<file path="src/rtl/shift_arbiter_if.sv">
// shift_arbiter_if: request/response bus between requesters and the shared shifter.
// master = requester/consumer side, slave = arbiter side.
interface shift_arbiter_if #(
  parameter int unsigned NUM_REQ   = 4,
  parameter int unsigned DATA_SIZE = 16
);
  localparam int unsigned SEL_W = $clog2(DATA_SIZE);
  localparam int unsigned ID_W  = $clog2(NUM_REQ);

  logic [NUM_REQ-1:0]           req_valid;
  logic [NUM_REQ-1:0]           req_ready;
  logic [NUM_REQ*DATA_SIZE-1:0] req_data;
  logic [NUM_REQ*SEL_W-1:0]     req_select;
  logic                         rsp_valid;
  logic                         rsp_ready;
  logic [DATA_SIZE-1:0]         rsp_data;
  logic [ID_W-1:0]              rsp_id;

  modport master (
    output req_valid, req_data, req_select, rsp_ready,
    input  req_ready, rsp_valid, rsp_data, rsp_id
  );

  modport slave (
    input  req_valid, req_data, req_select, rsp_ready,
    output req_ready, rsp_valid, rsp_data, rsp_id
  );
endinterface

</file>
<file path="src/rtl/shift_arbiter.sv">
// shift_arbiter: round-robin arbiter sharing one barrel shifter among NUM_REQ
// requesters, one transaction in flight at a time.
// Optional grant/stall statistics counters are enabled by defining SHIFT_ARB_STATS_EN.
module shift_arbiter #(
  parameter int unsigned NUM_REQ       = 4,
  parameter int unsigned DATA_SIZE     = 16,
  parameter logic        ROTATION      = 1'b1,
  parameter logic        DIRECTION     = 1'b1,
  parameter int unsigned SHIFT_LATENCY = 2
) (
  input  logic           clk,
  input  logic           rst,
  shift_arbiter_if.slave bus,
  output logic           busy
`ifdef SHIFT_ARB_STATS_EN
  ,
  output logic [15:0]    grant_count,
  output logic [15:0]    stall_cycles
`endif
);

  localparam int unsigned SEL_W = $clog2(DATA_SIZE);
  localparam int unsigned ID_W  = $clog2(NUM_REQ);
  localparam int unsigned LAT_W = (SHIFT_LATENCY > 1) ? $clog2(SHIFT_LATENCY) : 1;

  typedef enum logic [1:0] {IDLE, SHIFT, RESP} state_e;

  state_e               state_q, state_d;
  logic [ID_W-1:0]      rr_ptr_q, rr_ptr_d;
  logic [ID_W-1:0]      cand;
  logic                 grant_found;
  logic [ID_W-1:0]      grant_id;
  logic [DATA_SIZE-1:0] grant_data;
  logic [SEL_W-1:0]     grant_sel;
  logic                 hs;
  logic [DATA_SIZE-1:0] data_q;
  logic [SEL_W-1:0]     sel_q;
  logic [ID_W-1:0]      id_q;
  logic [LAT_W-1:0]     lat_q;
  logic [DATA_SIZE-1:0] rsp_data_q;
  logic [ID_W-1:0]      rsp_id_q;
  logic [DATA_SIZE-1:0] shift_res;

  // Round-robin search: first valid requester starting at rr_ptr, wrapping to 0
  always_comb begin
    grant_found = 1'b0;
    grant_id    = '0;
    cand        = '0;
    for (int unsigned k = 0; k < NUM_REQ; k++) begin
      cand = ID_W'((32'(rr_ptr_q) + k) % NUM_REQ);
      if (!grant_found && bus.req_valid[cand]) begin
        grant_found = 1'b1;
        grant_id    = cand;
      end
    end
  end

  // Handshake happens only in IDLE, on the single granted requester
  assign hs = (state_q == IDLE) && grant_found;

  // Select the granted requester's operand and shift amount
  always_comb begin
    grant_data = '0;
    grant_sel  = '0;
    for (int unsigned i = 0; i < NUM_REQ; i++) begin
      if (grant_id == ID_W'(i)) begin
        grant_data = bus.req_data[i*DATA_SIZE +: DATA_SIZE];
        grant_sel  = bus.req_select[i*SEL_W +: SEL_W];
      end
    end
  end

  // Rotate is built from two opposing logical shifts; s = 0 leaves the
  // complementary shift at full width, which yields zero.
  always_comb begin
    shift_res = data_q;
    if (ROTATION) begin
      if (DIRECTION)
        shift_res = (data_q << sel_q) | (data_q >> (32'(DATA_SIZE) - 32'(sel_q)));
      else
        shift_res = (data_q >> sel_q) | (data_q << (32'(DATA_SIZE) - 32'(sel_q)));
    end else begin
      if (DIRECTION)
        shift_res = data_q << sel_q;
      else
        shift_res = data_q >> sel_q;
    end
  end

  // State register
  always_ff @(posedge clk or posedge rst) begin
    if (rst) state_q <= IDLE;
    else     state_q <= state_d;
  end

  // Next-state logic
  always_comb begin
    state_d = state_q;
    case (state_q)
      IDLE:    if (hs) state_d = SHIFT;
      SHIFT:   if (lat_q == '0) state_d = RESP;
      RESP:    if (bus.rsp_ready) state_d = IDLE;
      default: state_d = IDLE;
    endcase
  end

  // FSM outputs; req_ready is forced low while reset is asserted
  always_comb begin
    bus.req_ready = '0;
    if ((state_q == IDLE) && grant_found && !rst) bus.req_ready[grant_id] = 1'b1;
    bus.rsp_valid = (state_q == RESP);
    bus.rsp_data  = rsp_data_q;
    bus.rsp_id    = rsp_id_q;
    busy          = (state_q != IDLE);
  end

  // Round-robin pointer advances past the requester just granted
  always_comb begin
    rr_ptr_d = rr_ptr_q;
    if (hs) rr_ptr_d = (32'(grant_id) + 1 == NUM_REQ) ? '0 : grant_id + 1'b1;
  end

  // Operand capture, latency countdown and response register
  always_ff @(posedge clk or posedge rst) begin
    if (rst) begin
      rr_ptr_q   <= '0;
      data_q     <= '0;
      sel_q      <= '0;
      id_q       <= '0;
      lat_q      <= '0;
      rsp_data_q <= '0;
      rsp_id_q   <= '0;
    end else begin
      rr_ptr_q <= rr_ptr_d;
      if (hs) begin
        data_q <= grant_data;
        sel_q  <= grant_sel;
        id_q   <= grant_id;
        lat_q  <= LAT_W'(SHIFT_LATENCY - 1);
      end else if ((state_q == SHIFT) && (lat_q != '0)) begin
        lat_q <= lat_q - 1'b1;
      end
      if ((state_q == SHIFT) && (lat_q == '0)) begin
        rsp_data_q <= shift_res;
        rsp_id_q   <= id_q;
      end
    end
  end

`ifdef SHIFT_ARB_STATS_EN
  // Saturating handshake and backpressure-stall counters
  always_ff @(posedge clk or posedge rst) begin
    if (rst) begin
      grant_count  <= '0;
      stall_cycles <= '0;
    end else begin
      if (hs && (grant_count != '1)) grant_count <= grant_count + 16'd1;
      if ((state_q == RESP) && !bus.rsp_ready && (stall_cycles != '1))
        stall_cycles <= stall_cycles + 16'd1;
    end
  end
`endif

endmodule

</file>
<file path="src/flat_wrapper.sv">
// flat-port wrapper written by rule: the top's interface ports become plain ports
module shift_arbiter_flat 
#(
  parameter int unsigned NUM_REQ       = 4,
  parameter int unsigned DATA_SIZE     = 16,
  parameter logic        ROTATION      = 1'b1,
  parameter logic        DIRECTION     = 1'b1,
  parameter int unsigned SHIFT_LATENCY = 2
)
  (clk, rst, busy, bus_req_valid, bus_req_data, bus_req_select, bus_rsp_ready, bus_req_ready, bus_rsp_valid, bus_rsp_data, bus_rsp_id);
  shift_arbiter_if #(.NUM_REQ(NUM_REQ), .DATA_SIZE(DATA_SIZE)) bus_i ();
  input  logic clk;
  input  logic rst;
  output logic busy;
  input wire logic [$bits(bus_i.req_valid)-1:0] bus_req_valid;
  input wire logic [$bits(bus_i.req_data)-1:0] bus_req_data;
  input wire logic [$bits(bus_i.req_select)-1:0] bus_req_select;
  input wire logic [$bits(bus_i.rsp_ready)-1:0] bus_rsp_ready;
  output wire logic [$bits(bus_i.req_ready)-1:0] bus_req_ready;
  output wire logic [$bits(bus_i.rsp_valid)-1:0] bus_rsp_valid;
  output wire logic [$bits(bus_i.rsp_data)-1:0] bus_rsp_data;
  output wire logic [$bits(bus_i.rsp_id)-1:0] bus_rsp_id;
  assign bus_i.req_valid = bus_req_valid;
  assign bus_i.req_data = bus_req_data;
  assign bus_i.req_select = bus_req_select;
  assign bus_i.rsp_ready = bus_rsp_ready;
  assign bus_req_ready = bus_i.req_ready;
  assign bus_rsp_valid = bus_i.rsp_valid;
  assign bus_rsp_data = bus_i.rsp_data;
  assign bus_rsp_id = bus_i.rsp_id;
  shift_arbiter #(.NUM_REQ(NUM_REQ), .DATA_SIZE(DATA_SIZE), .ROTATION(ROTATION), .DIRECTION(DIRECTION), .SHIFT_LATENCY(SHIFT_LATENCY)) u_core (.clk(clk), .rst(rst), .bus(bus_i), .busy(busy));
endmodule
</file>
<file path="config.mk">
export PLATFORM = sky130hd
export DESIGN_NAME = shift_arbiter_flat
export DESIGN_NICKNAME = d
export VERILOG_FILES = /design/src/rtl/shift_arbiter_if.sv /design/src/rtl/shift_arbiter.sv /design/src/flat_wrapper.sv
export SDC_FILE = /design/constraint.sdc
export NUM_CORES = 1
export LEC_CHECK = 0
export BUFFER_PORTS_ARGS = -buffer_cell sky130_fd_sc_hd__buf_2
export CORE_UTILIZATION = 40
export DETAILED_ROUTE_END_ITERATION = 8
export GPL_TIMING_DRIVEN = 0
export PLACE_DENSITY = 0.6
export SETUP_SLACK_MARGIN = 0.3
export SYNTH_ARGS = -nofsm -noshare
export SYNTH_HDL_FRONTEND = slang
export SYNTH_SLANG_ARGS = --single-unit
</file>
<file path="constraint.sdc">
create_clock -name clk -period 3.65 [get_ports clk]
set_input_delay 0.1825 -clock clk [delete_from_list [all_inputs] [get_ports clk]]
set_output_delay 0.1825 -clock clk [all_outputs]
set_load 0.005 [all_outputs]
</file>
==> impl_results.md <==
- CP Buf/Inv Count: 6
- Drt total wl: 12.4 mm
- Mapped Area: about 3800 sq um
- Comb power frac: 73.1%
- Length of the first detailed-routing pass in iterations: 4
- F_max: ~0.32 GHz
- Synth cell count leaders: nand2_1 (48), dfrtp_1 (45), a21oi_1 (39)
- Initial Utilization: between 40% and 50%
- Final hold vios: 0
- First-pass GRT wire length: roughly 20 mm
- Reg clk slew, reported paths: roughly 0.090 ns
- Syn. warnings: 0
- Placeable Area: a little over 9000 sq um
- Clk pwr share: about 6.4%
- P_sw: 2.46 mW
- Number of routed nets with antenna violations: 0
- Fin nets: 661
- Most common flop cell mapped by yosys: dfrtp_1
- Initial antenna violation count: 0
- Mapped Cells: roughly 450
- Wire per inst: between 15 and 20 microns
- IR drop worst, VDD: 0.385 mV
- Max Cap Violations: 0
- Data required time of the worst path: around 3.8 ns
- Measured slew at the worst slew-check pin: about 0.8 ns
- Die Wd: roughly 100 microns
- RSZ-0062 raised after global routing: false
- FP Rows: 35
- Cell count after placement: roughly 690
- Cts bufs inserted: 5
- Clk sink count: between 40 and 50
- Ratio of final minimum period to clock period: between 80% and 90%
- Die Height: around 100 microns
- I/O pins: 111
- Relative slew slack: a little under half
- Worst min-delay path category: input pin to flop
- Top cells by area, synth: dfrtp_1 (29%), mux4_2 (7.6%), mux2i_1 (7.5%)
- Sequential area share after synthesis: 29.3%
- Status: completed
- Worst skew pair latency: roughly 0.3 ns
- PwrDens: 1050 nW/um^2
- Most frequent cell after synthesis: nand2_1
- Synth top area share: ~29%
- Element type at the critical path end: flop
- Pleak: approximately 2.1 nW
- Drt drc: 0
- Mean Syn Cell Area: between 8 and 9 sq um
- Clock Skew: 0.00273 ns
- H-tree Lvls: 2
- Pint: around 2.5 mW
- Worst path slowest cell: mux4_2
- Drt initial violations: between 200 and 300
- Unique masters post-synth: between 50 and 60
- Layout Cells excl Fill: 699
- Share of cells above drive strength 1: between 30% and 40%
- Post-synth EDFFs: 0
- Tmin final: around 3.1 ns
- Die area: roughly 10,000 sq um
- Port bufs: 110
- Area after detailed placement: 4580 sq um
- #FFs+latches synth: 45
- Detailed placer's ending HPWL: between 9 and 10 mm
- Grt ovf: 0
- Post-CTS setup buffers: 0
- Critical Path AT: around 3.3 ns
- CP Cell Sequence: clkbuf_4 > inv_1 > buf_2 > ha_1 > clkbuf_4 > clkbuf_4 > mux2i_1 > inv_1 > mux4_2 > a221oi_1 > a21oi_1
- Area growth, synth to finish: 21.8%
- Post-DR vias/cell: 5.72
- Setup TNS Final: 0 ns
- Cell accounting for the most synthesized area: dfrtp_1
- Final number of setup-violating endpoints: 0
- Largest net degree at the start of global routing: 38
- Most used cell, CP: clkbuf_4
- Max incr delay on CP: ~0.48 ns
- Crit start category: flop
- Clock Path Buffers: 2
- Worst hold slack: about 0.063 ns
- Ant. Diodes: 0
- CTS root buf: clkbuf_8
- Final slew viol count: 0
- Synthesized Nets: ~540
- Sw Share: between 40% and 50%
- Delay-heaviest family, CP: buffers and inverters
- Sequential Power Share: roughly 21%
- Final instance area: around 4700 sq um
- Fraction of registers with async set/reset: 100%
- CTS tree: yes
- Crit path kind: flop to flop
- Vias in the first global route: 3,949
- Tot GR Track Use: between 20 and 30%
- Routability cong.: between 0.9 and 1
- Routed via count: around 4,000
- Crit Path Max Fanout: 10
-- area by class of cell --
class | count | area, sq um
buffer | 39 | 190
clock buffer | 7 | 76.3
clock inverter | 1 | 7.51
fill | 956 | 4600
inverter | 12 | 45.0
multi-input combinational | 354 | 2500
sequential | 45 | 1130
tap | 129 | 161
timing repair buffer | 112 | 581
-- final timing paths --
kind / start / to / slack (ns) / depth (start not counted)
max in group asynchronous: rst / u_core.data_q[9]$_DFFE_PP0P_ / 2.81 / 4
worst max register to register: u_core.sel_q[0]$_DFFE_PP0P_ / u_core.bus.rsp_data[6]$_DFFE_PP0P_ / 0.56 / 11
worst min register to register: u_core.bus.rsp_data[15]$_DFFE_PP0P_ / u_core.bus.rsp_data[15]$_DFFE_PP0P_ / 0.49 / 1
worst max-delay path: u_core.sel_q[0]$_DFFE_PP0P_ / u_core.bus.rsp_data[6]$_DFFE_PP0P_ / 0.56 / 11
min in group asynchronous: rst / u_core.bus.rsp_data[15]$_DFFE_PP0P_ / 0.36 / 3
worst min-delay path: bus_rsp_ready / u_core.state_q[1]$_DFFE_PP0P_ / 0.06 / 2
-- worst reg2reg max path, stage by stage (launching register included) --
cell	delay, ns
dfrtp_1	0.41
clkbuf_4	0.27
inv_1	0.11
buf_2	0.21
ha_1	0.32
clkbuf_4	0.22
clkbuf_4	0.24
mux2i_1	0.20
inv_1	0.08
mux4_2	0.48
a221oi_1	0.31
a21oi_1	0.11
-- placed cells by master, fill, tap and decap left out, drive strengths merged, types with 5 or more instances in the layout --
cell | Yosys | routed
a21oi | 39 | 39
nor3 | 23 | 23
nand2 | 48 | 48
inv | 11 | 11
mux2 | 20 | 20
dfrtp | 45 | 45
a221oi | 23 | 23
mux2i | 29 | 29
a2bb2oi | 5 | 5
a31oi | 6 | 6
nor2 | 30 | 30
clkbuf | 20 | 29
o21ai | 32 | 32
mux4 | 13 | 13
ha | 5 | 5
and3 | 5 | 5
nor2b | 23 | 23
buf | 20 | 128
nand2b | 8 | 8
-- stage by stage --
stage                     total power, mW  setup slack (ns)  utilization, %
final                                4.93             0.557            50.5
after global routing                 5.34             0.328            50.5
after CTS                            4.89             0.387            50.4
after detailed placement             4.55             0.202            49.3
after global placement               4.54             0.173            49.1
after floorplan                      3.54             0.844               -
-- flip-flops by register name, summed over array words and instances (netlist names) --
signal               count
u_core.bus.rsp_data     16
u_core.bus.rsp_id        2
u_core.data_q           16
u_core.id_q              2
u_core.lat_q             1
u_core.rr_ptr_q          2
u_core.sel_q             4
u_core.state_q           2
-- metal layers --
metal | part of all wire [%] | routed length, microns | up-vias | GRT usage (%)
met4 | 3.2 | 398 | 0 | 10.7
met5 | 0 | 0 | - | 0
met2 | 47 | 5860 | 191 | 43.5
li1 | - | - | 1909 | -
met3 | 6.5 | 803 | 34 | 3.69
met1 | 43 | 5350 | 1866 | 33.6
-- repair_timing --
item / in CTS / in global routing
endpoints found under the setup margin: 1 / 4
hold endpoints to repair: 12 / 0
resized for setup: 2 / 3
hold buffers: 1 / 0
-- kinds of logic after synthesis --
kind of cell    Yosys count  synth area share, %
mux                      62                 21.1
fa+ha+maj                 5                 1.63
buf+inv                  52                 5.99
simple gates            150                 18.8
xor+xnor                  2                0.456
flops                    45                 29.3
compound gates          135                 22.8
-- power by group through the flow --
stage	sequential [mW]	clock [mW]	combinational [mW]
finish	1.01	0.315	3.60
global route	1.04	0.339	3.96
CTS	1.00	0.319	3.57
detailed placement	1.01	0	3.55
global placement	1.00	0	3.54
floorplan	0.935	0	2.61
Note: power is estimated with default switching activity, not from simulation.
